File: config.mk
export PLATFORM = sky130hd
export DESIGN_NAME = alu_result_collector
export DESIGN_NICKNAME = d
export VERILOG_FILES = /design/src/rtl/alu_result_collector.sv
export SDC_FILE = /design/constraint.sdc
export NUM_CORES = 1
export LEC_CHECK = 0
export ABC_AREA = 1
export CAP_MARGIN = 15
export CORE_ASPECT_RATIO = 2
export CORE_MARGIN = 4
export CORE_UTILIZATION = 55
export CTS_BUF_LIST = sky130_fd_sc_hd__clkbuf_2
export DETAILED_ROUTE_END_ITERATION = 12
export PLACE_DENSITY = 0.8
export SYNTH_ARGS = -nofsm -noshare
export SYNTH_HDL_FRONTEND = slang
export SYNTH_SLANG_ARGS = --single-unit
File: constraint.sdc
create_clock -name clk -period 8.1 [get_ports clk]
set_input_delay 1.62 -clock clk [delete_from_list [all_inputs] [get_ports clk]]
set_output_delay 1.62 -clock clk [all_outputs]
set_load 0.01 [all_outputs]
File: src/rtl/alu_result_collector.sv
// Collects ALU32 results into a DEPTH-entry FIFO; a push is visible on res_* the next cycle.
// The ALU cannot stall, so results arriving while full are dropped and counted; res_ready stalls the head.
module sync_fifo #(
  parameter int W     = 8,
  parameter int DEPTH = 4
) (
  input  logic         clk,
  input  logic         rst,
  input  logic         in_vld,
  output logic         in_rdy,
  input  logic [W-1:0] in_dat,
  output logic         out_vld,
  input  logic         out_rdy,
  output logic [W-1:0] out_dat
);
  localparam int AW = $clog2(DEPTH);
  localparam logic [AW:0] OCC_FULL = (AW+1)'(DEPTH);

  logic [W-1:0]  mem_q [DEPTH];
  logic [AW-1:0] wr_ptr_q, wr_ptr_d, rd_ptr_q, rd_ptr_d;
  logic [AW:0]   occ_q, occ_d;
  logic          push, pop;

  // Ready looks only at registered occupancy; a same-cycle pop never frees a slot.
  assign in_rdy  = (occ_q != OCC_FULL);
  assign out_vld = (occ_q != '0);
  assign push    = in_vld && in_rdy;
  assign pop     = out_vld && out_rdy;
  assign out_dat = out_vld ? mem_q[rd_ptr_q] : '0;

  always_comb begin
    wr_ptr_d = wr_ptr_q;
    rd_ptr_d = rd_ptr_q;
    occ_d    = occ_q;
    if (push) wr_ptr_d = wr_ptr_q + AW'(1);
    if (pop)  rd_ptr_d = rd_ptr_q + AW'(1);
    if (push && !pop)      occ_d = occ_q + (AW+1)'(1);
    else if (pop && !push) occ_d = occ_q - (AW+1)'(1);
  end

  always_ff @(posedge clk) begin
    if (rst) begin
      wr_ptr_q <= '0;
      rd_ptr_q <= '0;
      occ_q    <= '0;
    end else begin
      wr_ptr_q <= wr_ptr_d;
      rd_ptr_q <= rd_ptr_d;
      occ_q    <= occ_d;
    end
  end

  always_ff @(posedge clk) begin
    if (push) mem_q[wr_ptr_q] <= in_dat;
  end
endmodule

module alu_result_collector #(
  parameter int DEPTH = 4,
  parameter int CNT_W = 16
) (
  input  logic             clk,
  input  logic             rst,
  input  logic             alu_valid,
  input  logic [3:0]       alu_op,
  input  logic [31:0]      alu_out,
  input  logic             alu_carryout,
  input  logic             alu_overflow,
  input  logic             alu_zero,
  output logic             alu_ready,
  output logic             res_valid,
  input  logic             res_ready,
  output logic [31:0]      res_data,
  output logic [3:0]       res_op,
  output logic [2:0]       res_flags,
  output logic             sticky_carry,
  output logic             sticky_ovf,
  input  logic             clr_sticky,
  output logic [CNT_W-1:0] acc_cnt,
  output logic [CNT_W-1:0] drop_cnt
);
  typedef struct packed {
    logic [3:0]  op;
    logic [31:0] dat;
    logic [2:0]  flags;
  } entry_t;

  entry_t           in_ent, head_ent;
  logic             push, drop;
  logic             sticky_carry_q, sticky_carry_d, sticky_ovf_q, sticky_ovf_d;
  logic [CNT_W-1:0] acc_cnt_q, acc_cnt_d, drop_cnt_q, drop_cnt_d;

  assign in_ent = '{op: alu_op, dat: alu_out, flags: {alu_carryout, alu_overflow, alu_zero}};

  sync_fifo #(.W($bits(entry_t)), .DEPTH(DEPTH)) u_fifo (
    .clk     (clk),
    .rst     (rst),
    .in_vld  (alu_valid),
    .in_rdy  (alu_ready),
    .in_dat  (in_ent),
    .out_vld (res_valid),
    .out_rdy (res_ready),
    .out_dat (head_ent)
  );

  assign push = alu_valid && alu_ready;
  assign drop = alu_valid && !alu_ready;

  assign res_data  = head_ent.dat;
  assign res_op    = head_ent.op;
  assign res_flags = head_ent.flags;

  always_comb begin
    // Set beats clear when both happen in the same cycle.
    sticky_carry_d = (sticky_carry_q && !clr_sticky) || (push && alu_carryout);
    sticky_ovf_d   = (sticky_ovf_q && !clr_sticky) || (push && alu_overflow);
    acc_cnt_d      = acc_cnt_q;
    drop_cnt_d     = drop_cnt_q;
    if (push && (acc_cnt_q != '1))  acc_cnt_d  = acc_cnt_q + CNT_W'(1);
    if (drop && (drop_cnt_q != '1)) drop_cnt_d = drop_cnt_q + CNT_W'(1);
  end

  always_ff @(posedge clk) begin
    if (rst) begin
      sticky_carry_q <= 1'b0;
      sticky_ovf_q   <= 1'b0;
      acc_cnt_q      <= '0;
      drop_cnt_q     <= '0;
    end else begin
      sticky_carry_q <= sticky_carry_d;
      sticky_ovf_q   <= sticky_ovf_d;
      acc_cnt_q      <= acc_cnt_d;
      drop_cnt_q     <= drop_cnt_d;
    end
  end

  assign sticky_carry = sticky_carry_q;
  assign sticky_ovf   = sticky_ovf_q;
  assign acc_cnt      = acc_cnt_q;
  assign drop_cnt     = drop_cnt_q;
endmodule

---- After elaboration in Yosys (flattened, before gate mapping) ----
Memory sizes are Yosys's and may differ from the RTL's. A register that Yosys moved wholly into a read port is not among the register bits.
Index checks and enable logic that the tools add are counted.
word-level totals
  bits in read-only memories .............. 0
  RAM bits ................................ 156
  register bits ........................... 41
  output and inout bits ................... 75
  latch bits .............................. 0
  memories kept ........................... 1
memory list
  memory        depth  width  read ports  clocked after Yosys merged registers in  wr ports  RTL line  text
  u_fifo.mem_q  4      39     1           1                                        1         19        logic [W-1:0] mem_q [DEPTH];
cells by class
  $add $sub $neg .......................... 6
  eq/ne operators ......................... 3
  bitwise gates (word level) .............. 0
  mux-type cells .......................... 7
  reductions and logical operators ........ 19
  divide/modulo/power cells ............... 0
  shift-type cells ........................ 0
  $lt $le $gt $ge ......................... 0
  $mul .................................... 0
operators by type and width
  operator                                                             number
  39-bit 2-to-1 mux                                                    1
  16-bit by 1-bit adder with 16-bit output (second input constant)     2
  16-bit != test (second input constant)                               2
  1-bit logical AND                                                    11
  3-bit 2-to-1 mux                                                     2
  2-bit by 1-bit adder with 2-bit output (second input constant)       2
  1-bit logical NOT                                                    4
  2-bit 2-to-1 mux                                                     2
  3-bit by 1-bit adder with 3-bit output (second input constant)       1
  3-bit != test (second input constant)                                1
  3-bit nonzero test                                                   1
  3-bit by 1-bit subtractor with 3-bit output (second input constant)  1
  1-bit logical OR                                                     2
  1-bit 2-to-1 mux                                                     2
  2-bit nonzero test                                                   1

---- Longest topological paths before layout ----
Gate-level depths: netlist (run 1).
  depth in word-level cells ............... 6
  mapped depth ............................ 10
  gate-level depth less buffers ........... 10

---- Modules after synthesis ----
A second synthesis (run 1) with hierarchy kept.
unflattened totals
  cell total of the unflattened synthesis .. 844
  area, all modules ....................... 8,516.9 sq um
by module, submodules not included
  module                area each (sq um)  cells an instance  times used  seq. area each (sq um)
  sync_fifo             6,508.7            529                1           4,864.7
  alu_result_collector  2,008.2            315                1           680.7

---- Worst setup path after synthesis (run 1) ----
No wires, ideal clock.
  path type ............................... input -> register
  start point ............................. in alu_valid
  end point ............................... mem u_fifo.mem_q[0][0] (netlist bit), enable pin
  required time ........................... 7,665 ps
  stages on the path ...................... 3
  slack ................................... 4,154 ps
  data arrival time ....................... 3,511 ps
  cells stage by stage .................... nand2_2 -> buf_4 -> nor2_1
between the ends
  cells in the longest elaborated chain, start to end .. 3
ends and longest elaborated chain
  element                                 RTL line  text
  start: declaration                      64        input logic alu_valid,
  1-bit logical AND                       27        assign push = in_vld && in_rdy;
  1-bit 2-to-1 mux                        54        if (push) mem_q[wr_ptr_q] <= in_dat;
  1-bit 2-to-1 mux (not written as such)  54
  end: declaration                        19
Every way passes these cells.

==> run metrics, run 1 <==
Area Growth Syn to Fin 18.8%; average wire per standard cell 15.8 um; leakage power around 3.5 nW; CTS Sinks about 200; commonest non-fill, non-tap cell in the layout nor2_1; initial core utilization 0.565; final setup fails 0; Post-Syn Area ~8500 um^2; global-route wire length before repair roughly 29 mm; largest net degree at the start of global routing 80; post-synthesis mux area share 0; Gate Count Post-Synth 839; CTS tree yes; total I/O pin count around 120; Final Core Density 0.672; post-synth top area share 0.553; TNS Setup 0 ns; Nets approximately 1000; Post CTS Setup Buffer Count 0; Ys Warns 0; drt pass-1 iters 5; clk slew on worst S/H paths roughly 0.26 ns; simple-gate share of the synthesized area 0.187; area share of xor/xnor cells in the synthesized design 0.00310; outcome complete, no violations; crit path launch type register; CTS Buf Count 17; I/O Buffers ~120; Remaining Overflow, GRT 0; critical-path maximum fanout 40; register area 5550 um^2; CTS Root Cell clkbuf_2; Netlist cell types 32; crit share post-route 0.621; Synth area leaders edfxtp_1 55%, nor2_1 10%, dfxtp_1 10%; DRC violations left 0; final hold violation count 0; critical path type reg -> out; HP Class reg -> reg; Routability Congestion 0.925; Max Freq 199 MHz; clock power share 0.187; Tot GR Track Use 0.220; internal power around 1.8 mW; Fill cells ~1200; via count about 6200; Via-to-Cell Ratio approximately 5.4; skew final 0.0358 ns; H-tree levels 4; multi-input gate area in the final layout ~2600 um^2; worst IR drop on VDD between 0.15 and 0.2 mV; Slew @ Worst Pin 1.05 ns; number of global-route vias before repair 6297; CTS Buffer Depth 2; Critical Path End Type primary output; Logic pwr share 0.343; Worst-Skew Late Latency 0.74 ns; cts hold-fix bufs 0; Post-Syn Nets between 800 and 900; Die H roughly 180 um; Mean Syn Cell Area between 10 and 15 um^2; Synth Area in Compound Gates 0.0990; Fin Hold WS approximately 0.49 ns; post-CTS sizing 0; maxcap violations 0; estimated wirelength of the detail-placed design 11.8 mm; Core Area 15000 um^2; Switching Power between 0.8 and 0.9 mW; Pins Over Slew Limit 0; P per Cell Area approximately 270 nW/um^2; register area share after synthesis 0.655; RSZ-0062 raised after global routing false; Adder-Cell Fraction of Synth Area 0.0127; final wirelength approximately 18 mm; Slew HR 0.302; CP arrival roughly 3.4 ns; Die X 95.7 um; Final ANT Viol Nets 0; share of layout cells above drive strength 1 0.0729; Yosys reg bits between 150 and 200; most frequent cells in the layout 226 x nor2_1, 156 x edfxtp_1, 118 x clkdlybuf4s50_1, 92 x nand2_1, 85 x o21ai_0; initial antenna violation count 1; Min Clock Period, post-route 5.03 ns; Crit path required time 6.48 ns; total die area roughly 18000 um^2; Rows 63; Net Sw Frac 0.333; Pwr Total approximately 2.7 mW; Yosys top cell by area edfxtp_1; combinational family with the most area after synthesis simple AND/OR/NAND/NOR gates; sequential share of power 0.470; drt initial violations between 300 and 400
state kept, by name, summed over array words and instances, names as in the netlist, named ones only:
name             count
u_fifo.wr_ptr_q      2
drop_cnt            16
acc_cnt             16
u_fifo.rd_ptr_q      2
u_fifo.mem_q       156
sticky_ovf           1
sticky_carry         1
u_fifo.occ_q         3
critical path, stage by stage, from the launching register on:
cell	delay (ns)
dfxtp_2	0.96
inv_1	0.35
buf_4	0.36
nor2_1	0.20
o21ai_0	0.11
a21oi_1	0.14
clkdlybuf4s50_1	0.56
power by group through the flow:
stage                     sequential (mW)  combinational [mW]  clock, mW
final                                1.26               0.917      0.501
after floorplan                      1.27               0.500          0
after global routing                 1.27                1.01      0.554
after global placement               1.28               0.903          0
after CTS                            1.26               0.920      0.517
after detailed placement             1.28               0.917          0
per-layer routing:
layer	wire length, um	track usage	vias to the layer above
met4	566	0.0998	0
met2	10100	0.407	199
met3	946	0.0533	46
met5	0	0	-
met1	6660	0.225	2921
li1	-	-	3063
cell usage after synthesis:
library cell,count
nor2_1,230
edfxtp_1,156
nand2_1,92
o21ai_0,85
a21oi_1,72
dfxtp_1,43
inv_1,39
nand3_1,27
clkbuf_1,14
buf_2,12
ha_1,7
inv_2,7
nand2_2,7
nor2_2,6
o21ai_1,6
nand4_1,5
nor3_1,5
buf_4,4
buf_6,3
nand3_2,3
xor2_1,3
buf_1,2
nor2_4,2
a21oi_4,1
a31oi_1,1
and2_1,1
clkbuf_2,1
fa_1,1
nand3_4,1
nand3b_1,1
nand4_2,1
nor3b_1,1
logic make-up (layout without fill, tap and decap cells):
logic type | count (synthesis) | after routing
AO/OA/AOI/OAI | 165 | 165
XOR/XNOR | 3 | 3
adder cells (fa/ha/maj) | 8 | 8
buffers and inverters | 82 | 203
flip-flops | 199 | 199
other | 0 | 1
AND/OR/NAND/NOR | 382 | 382
per-stage QoR:
| stage | worst slack (ns) | cell area [um^2] | cells |
|---|---|---|---|
| after global routing | 2.74 | 10100 | 1156 |
| after global placement | 3.83 | 9780 | 1122 |
| after floorplan | 4.15 | 8460 | 839 |
| final | 3.07 | 10100 | 1156 |
| after CTS | 2.90 | 10000 | 1154 |
| after detailed placement | 3.79 | 9780 | 1122 |
worst paths after layout:
check | startpoint | end | slack [ns] | cells after the start
hold / removal | sticky_carry$_SDFF_PP0_ | sticky_carry$_SDFF_PP0_ | 0.49 | 2
setup / recovery | register | res_data[11] | 3.07 | 6
hold reg to reg | sticky_carry$_SDFF_PP0_ | sticky_carry$_SDFF_PP0_ | 0.49 | 2
setup reg to reg | u_fifo.occ_q[0]$_SDFFE_PP0P_ | u_fifo.occ_q[2]$_SDFFE_PP0P_ | 6.00 | 8
area by class of cell:
cell class,count,share of cell area
clock inverters,15,0.0173
multi-input cells,558,0.257
diodes,1,0.000249
well taps,195,0.0243
inverters,46,0.0172
clock buffers,17,0.00846
flip-flops and latches,199,0.551
repair buffers,125,0.124
(Power assumes the default switching activity.)
==> inputs of run 2 (changes only) <==
==> constraint.sdc (replaced) <==
create_clock -name clk -period 5 [get_ports clk]
set_input_delay 1 -clock clk [delete_from_list [all_inputs] [get_ports clk]]
set_output_delay 1 -clock clk [all_outputs]
set_load 0.01 [all_outputs]
==> run 2 against run 1 <==
  * Sequential share of layout area shrank 0.096 points
  * Die area is the same
  * Count of clock-buffer cells in the layout is the same
  * First-iteration DRC count grew 30%
  * Critical path type unchanged
==> run metrics, run 2 (same netlist as run 1, synthesis figures left out) <==
outcome complete, no violations; Nets 999; Die H 183 um; Die X between 90 and 100 um; final hold violation count 0; Top Layer Used met4; total die area roughly 18000 um^2; Top delay family on crit path buffers and inverters; CTS Sinks slightly below 200; largest net degree at the start of global routing 79; Largest register FFs 156; H-tree levels 4; Post CTS Setup Buffer Count 0; worst IR drop on VDD between 0.3 and 0.4 mV; Min Clock Period, post-route between 4 and 5 ns; cell chain of the critical path inv_1, buf_4, nor2_1, o21ai_0, a21oi_1, clkdlybuf4s50_1; maxcap violations 0; worst flop-to-flop path startpoint u_fifo.occ_q[0]$_SDFFE_PP0P_; Slew @ Worst Pin ~1.1 ns; Biggest register u_fifo.mem_q; CTS tree yes; drt pass-1 iters 5; commonest non-fill, non-tap cell in the layout nor2_1; min-delay src u_fifo.rd_ptr_q[1]$_SDFFE_PP0P_; Pins Over Slew Limit 0; cts hold-fix bufs 0; Remaining Overflow, GRT 0; Worst-Skew Late Latency 0.72 ns; share of layout cells above drive strength 1 0.0751; Fill cells 1164; Rows between 60 and 70; CP max stage delay 0.93 ns; post-CTS sizing 0; detailed-routed wire length on met2 between 10 and 15 mm; initial antenna violation count 1; Via-to-Cell Ratio around 5.4; critical path type reg -> out; critical-path maximum fanout 40; CTS Buffer Depth 2; drt initial violations 420; Slew HR 0.256; leakage power 3.54 nW; DRC violations left 0; final setup fails 0; clk slew on worst S/H paths approximately 0.26 ns; HP Class reg -> reg; total I/O pin count between 100 and 150; crit share post-route 0.815; Crit path required time about 4.0 ns; final wirelength ~18 mm; initial core utilization 0.565; skew final 0.0497 ns; Routability Congestion a little under 0.9; estimated wirelength of the detail-placed design roughly 12 mm; Tot GR Track Use 0.215; Buf+Inv Stages, Crit Path 3; TNS Setup 0 ns; number of global-route vias before repair 6089; Pwr Total 4.28 mW; CTS Buf Count 17; RSZ-0062 raised after global routing false; setup ws final roughly 0.93 ns; crit path launch type register; CTS Root Cell clkbuf_2; most frequent cells in the layout 226 x nor2_1, 156 x edfxtp_1, 118 x clkdlybuf4s50_1, 92 x nand2_1, 85 x o21ai_0; average wire per standard cell 15.7 um; Max Freq between 200 and 250 MHz; Critical Path End Type primary output; P per Cell Area roughly 420 nW/um^2; Metal-1 WL 6.70 mm; Final ANT Viol Nets 0; Fin Hold WS just under 0.5 ns; Critical-path top delay cell dfxtp_2; via count about 6200; global-route wire length before repair 29.1 mm; Area Growth Syn to Fin 19.1%; Core Area 15000 um^2; met3 wire length roughly 780 um; I/O Buffers around 120; Final Core Density 0.673; CP arrival 3.07 ns; DP Worst Slack ~1.6 ns
==> run 2: changes by cell type in the layout (fill, tap and decap cells not counted), sizes merged <==
cell and delta:
inv +1, bufinv -3, clkinv +1
==> run 2: worst paths after layout <==
kind         depth (start not counted)                       endpoint  slack, ns
min                                  2                       register       0.49
max reg2reg                          5  u_fifo.mem_q[1][16]$_DFFE_PP_       2.68
min reg2reg                          2                       register       0.49
max                                  6                   res_data[10]       0.93
==> run 2: metrics by stage <==
| stage | instances | instance area [um^2] |
|---|---|---|
| detailed placement | 1120 | 9780 |
| finish | 1155 | 10100 |
| global placement | 1119 | 9760 |
| global route | 1155 | 10100 |
| floorplan | 839 | 8460 |
| CTS | 1151 | 10000 |
==> run 2: layout make-up <==
| class | count | area (um^2) | share of cell area |
|---|---|---|---|
| flip-flops and latches | 199 | 5550 | 0.551 |
| multi-input cells | 558 | 2590 | 0.257 |
| repair buffers | 125 | 1280 | 0.127 |
| well taps | 195 | 244 | 0.0242 |
| inverters | 46 | 173 | 0.0171 |
| clock inverters | 14 | 154 | 0.0153 |
| clock buffers | 17 | 85.1 | 0.00844 |
| diodes | 1 | 2.50 | 0.000248 |
==> run 2: worst min-delay path, cell delays in order (launching register included) <==
cell and delay (ns):
dfxtp_1 0.36, inv_1 0.06, a21oi_1 0.07
==> run 2: metal layers <==
layer	track usage	up-vias
li1	-	3062
met1	0.231	2934
met2	0.404	159
met3	0.0447	32
met4	0.0775	0
met5	0	-
==> run 2: power by group <==
part           switching, mW  total (mW)  leakage [nW]  internal, mW
logic                  0.838        1.50          1.62         0.657
registers             0.0779        2.04          1.78          1.96
clock network          0.583       0.747         0.142         0.165
==> inputs of run 3 (changes only) <==
==> constraint.sdc (replaced) <==
create_clock -name clk -period 3.93 [get_ports clk]
set_input_delay 0.786 -clock clk [delete_from_list [all_inputs] [get_ports clk]]
set_output_delay 0.786 -clock clk [all_outputs]
set_load 0.01 [all_outputs]
==> run 3 against run 2 <==
  * Cell count grew 0.35%
  * Count of clock-buffer cells in the layout up 6
  * Flip-flop and latch count stayed put
  * Total power rose by 31%
  * Worst hold slack worse by 0.015 ns
  * Utilization is 0.21 points higher
  * Critical path type unchanged
  * Largest cell class unchanged
==> run metrics, run 3 (same netlist as run 1, synthesis figures left out) <==
CTS tree yes; Largest register FFs about 160; drt pass-1 iters 5; number of global-route vias before repair about 6100; Remaining Overflow, GRT 0; I/O Buffers 118; Post CTS Setup Buffer Count 0; most frequent cells in the layout 226 x nor2_1, 156 x edfxtp_1, 118 x clkdlybuf4s50_1, 92 x nand2_1, 85 x o21ai_0; total I/O pin count approximately 120; total die area between 15000 and 20000 um^2; Fill cells 1151; CTS Root Cell clkbuf_2; final setup fails 0; worst IR drop on VDD 0.367 mV; maxcap violations 0; average wire per standard cell approximately 16 um; Final ANT Viol Nets 0; DRC violations left 0; critical-path maximum fanout 14; outcome complete, no violations; via count around 6000; commonest non-fill, non-tap cell in the layout nor2_1; Rows 63; CTS Sinks between 150 and 200; Switching Power ~1.8 mW; Critical Path End Type primary output; crit share post-route 0.948; largest net degree at the start of global routing approximately 80; clock power share 0.198; RSZ-0062 raised after global routing false; Finished Cell Area 10100 um^2; final wirelength between 15 and 20 mm; Biggest register u_fifo.mem_q; Net Sw Frac 0.320; leakage power roughly 3.6 nW; CP arrival slightly below 3 ns; Min Clock Period, post-route between 3 and 4 ns; Die X 95.7 um; Area Growth Syn to Fin 19.4%; Worst-Skew Late Latency just over 0.7 ns; Via-to-Cell Ratio between 5 and 6; Tot GR Track Use 0.213; Nets between 1000 and 1500; Routability Congestion around 0.97; sequential share of power 0.465; TNS Setup 0 ns; estimated wirelength of the detail-placed design between 10 and 15 mm; H-tree levels 4; Core Area 15000 um^2; crit path launch type register; global-route wire length before repair roughly 29 mm; HP Class reg -> reg; Pwr Total 5.60 mW; Logic pwr share 0.337; cts hold-fix bufs 0; drt initial violations roughly 270; initial antenna violation count 2; final hold violation count 0; Slew @ Worst Pin 0.833 ns; P per Cell Area between 500 and 600 nW/um^2; CTS Buf Count 17; clk slew on worst S/H paths 0.25 ns; initial core utilization 0.565; share of layout cells above drive strength 1 0.0790; Slew HR 0.444; Die H 183 um; skew final 0.0372 ns; critical path type reg -> out; Pins Over Slew Limit 0; dpl cell area ~10000 um^2; Max Freq 268 MHz; Crit path required time approximately 3.1 ns; internal power around 3.8 mW; CTS Buffer Depth 2
[run 3: cell types whose count changed in the layout (fill, tap and decap cells not counted), sizes merged]
cell	previous run	this run
clkbuf	17	23
buf	7	8
diode	1	2
bufinv	0	5
inv	53	46
clkinvlp	1	2
clkinv	6	3
[run 3: power groups by stage]
| stage | sequential (mW) | combinational (mW) | clock (mW) |
|---|---|---|---|
| after global routing | 2.62 | 2.06 | 1.21 |
| after global placement | 2.64 | 1.88 | 0 |
| final | 2.60 | 1.89 | 1.11 |
| after floorplan | 2.62 | 1.03 | 0 |
| after detailed placement | 2.65 | 1.90 | 0 |
| after CTS | 2.60 | 1.91 | 1.14 |
[run 3: cell type report]
| class | count | area [um^2] | area share |
|---|---|---|---|
| sequential | 199 | 5550 | 0.549 |
| multi-input combinational | 558 | 2590 | 0.256 |
| timing repair buffer | 126 | 1240 | 0.123 |
| tap | 195 | 244 | 0.0241 |
| inverter | 46 | 179 | 0.0177 |
| clock inverter | 9 | 178 | 0.0176 |
| clock buffer | 23 | 115 | 0.0114 |
| timing repair inverter | 1 | 5.00 | 0.000495 |
| antenna | 2 | 5.00 | 0.000495 |
[run 3: per-stage QoR]
stage                     cells  hold slack [ns]  worst slack (ns)  utilization
final                      1159            0.475             0.204        0.675
after detailed placement   1124            0.458             0.653        0.654
after floorplan             839            0.442             0.818            -
after global placement     1124            0.451             0.680        0.654
after CTS                  1156            0.489            0.0335        0.674
after global routing       1159            0.518            0.0414        0.675
[run 3: timing repair]
item                       in CTS  in global routing
setup endpoints to repair      39                 26
resized for setup               2                  2
cloned                          0                  1
[run 3: layer usage]
layer,track usage,vias to the layer above,wire (um)
li1,-,3066,-
met1,0.219,2899,6640
met2,0.405,168,10400
met3,0.0397,27,940
met4,0.0889,0,370
met5,0,-,0
[run 3: final timing paths]
| path | start | to | slack [ns] | depth (start not counted) |
|---|---|---|---|---|
| worst max-delay path | register | res_data[27] | 0.20 | 5 |
| worst min-delay path | u_fifo.rd_ptr_q[0]$_SDFFE_PP0P_ | register | 0.47 | 1 |
| worst max register to register | u_fifo.occ_q[0]$_SDFFE_PP0P_ | u_fifo.occ_q[2]$_SDFFE_PP0P_ | 1.89 | 9 |
| worst min register to register | u_fifo.rd_ptr_q[0]$_SDFFE_PP0P_ | register | 0.47 | 1 |
[run 3: critical path, cell delays in order (launching register included)]
cell	delay (ns)
dfxtp_2	0.44
clkinvlp_2	0.64
nor2_1	0.27
o21ai_0	0.13
a21oi_1	0.20
clkdlybuf4s50_1	0.57
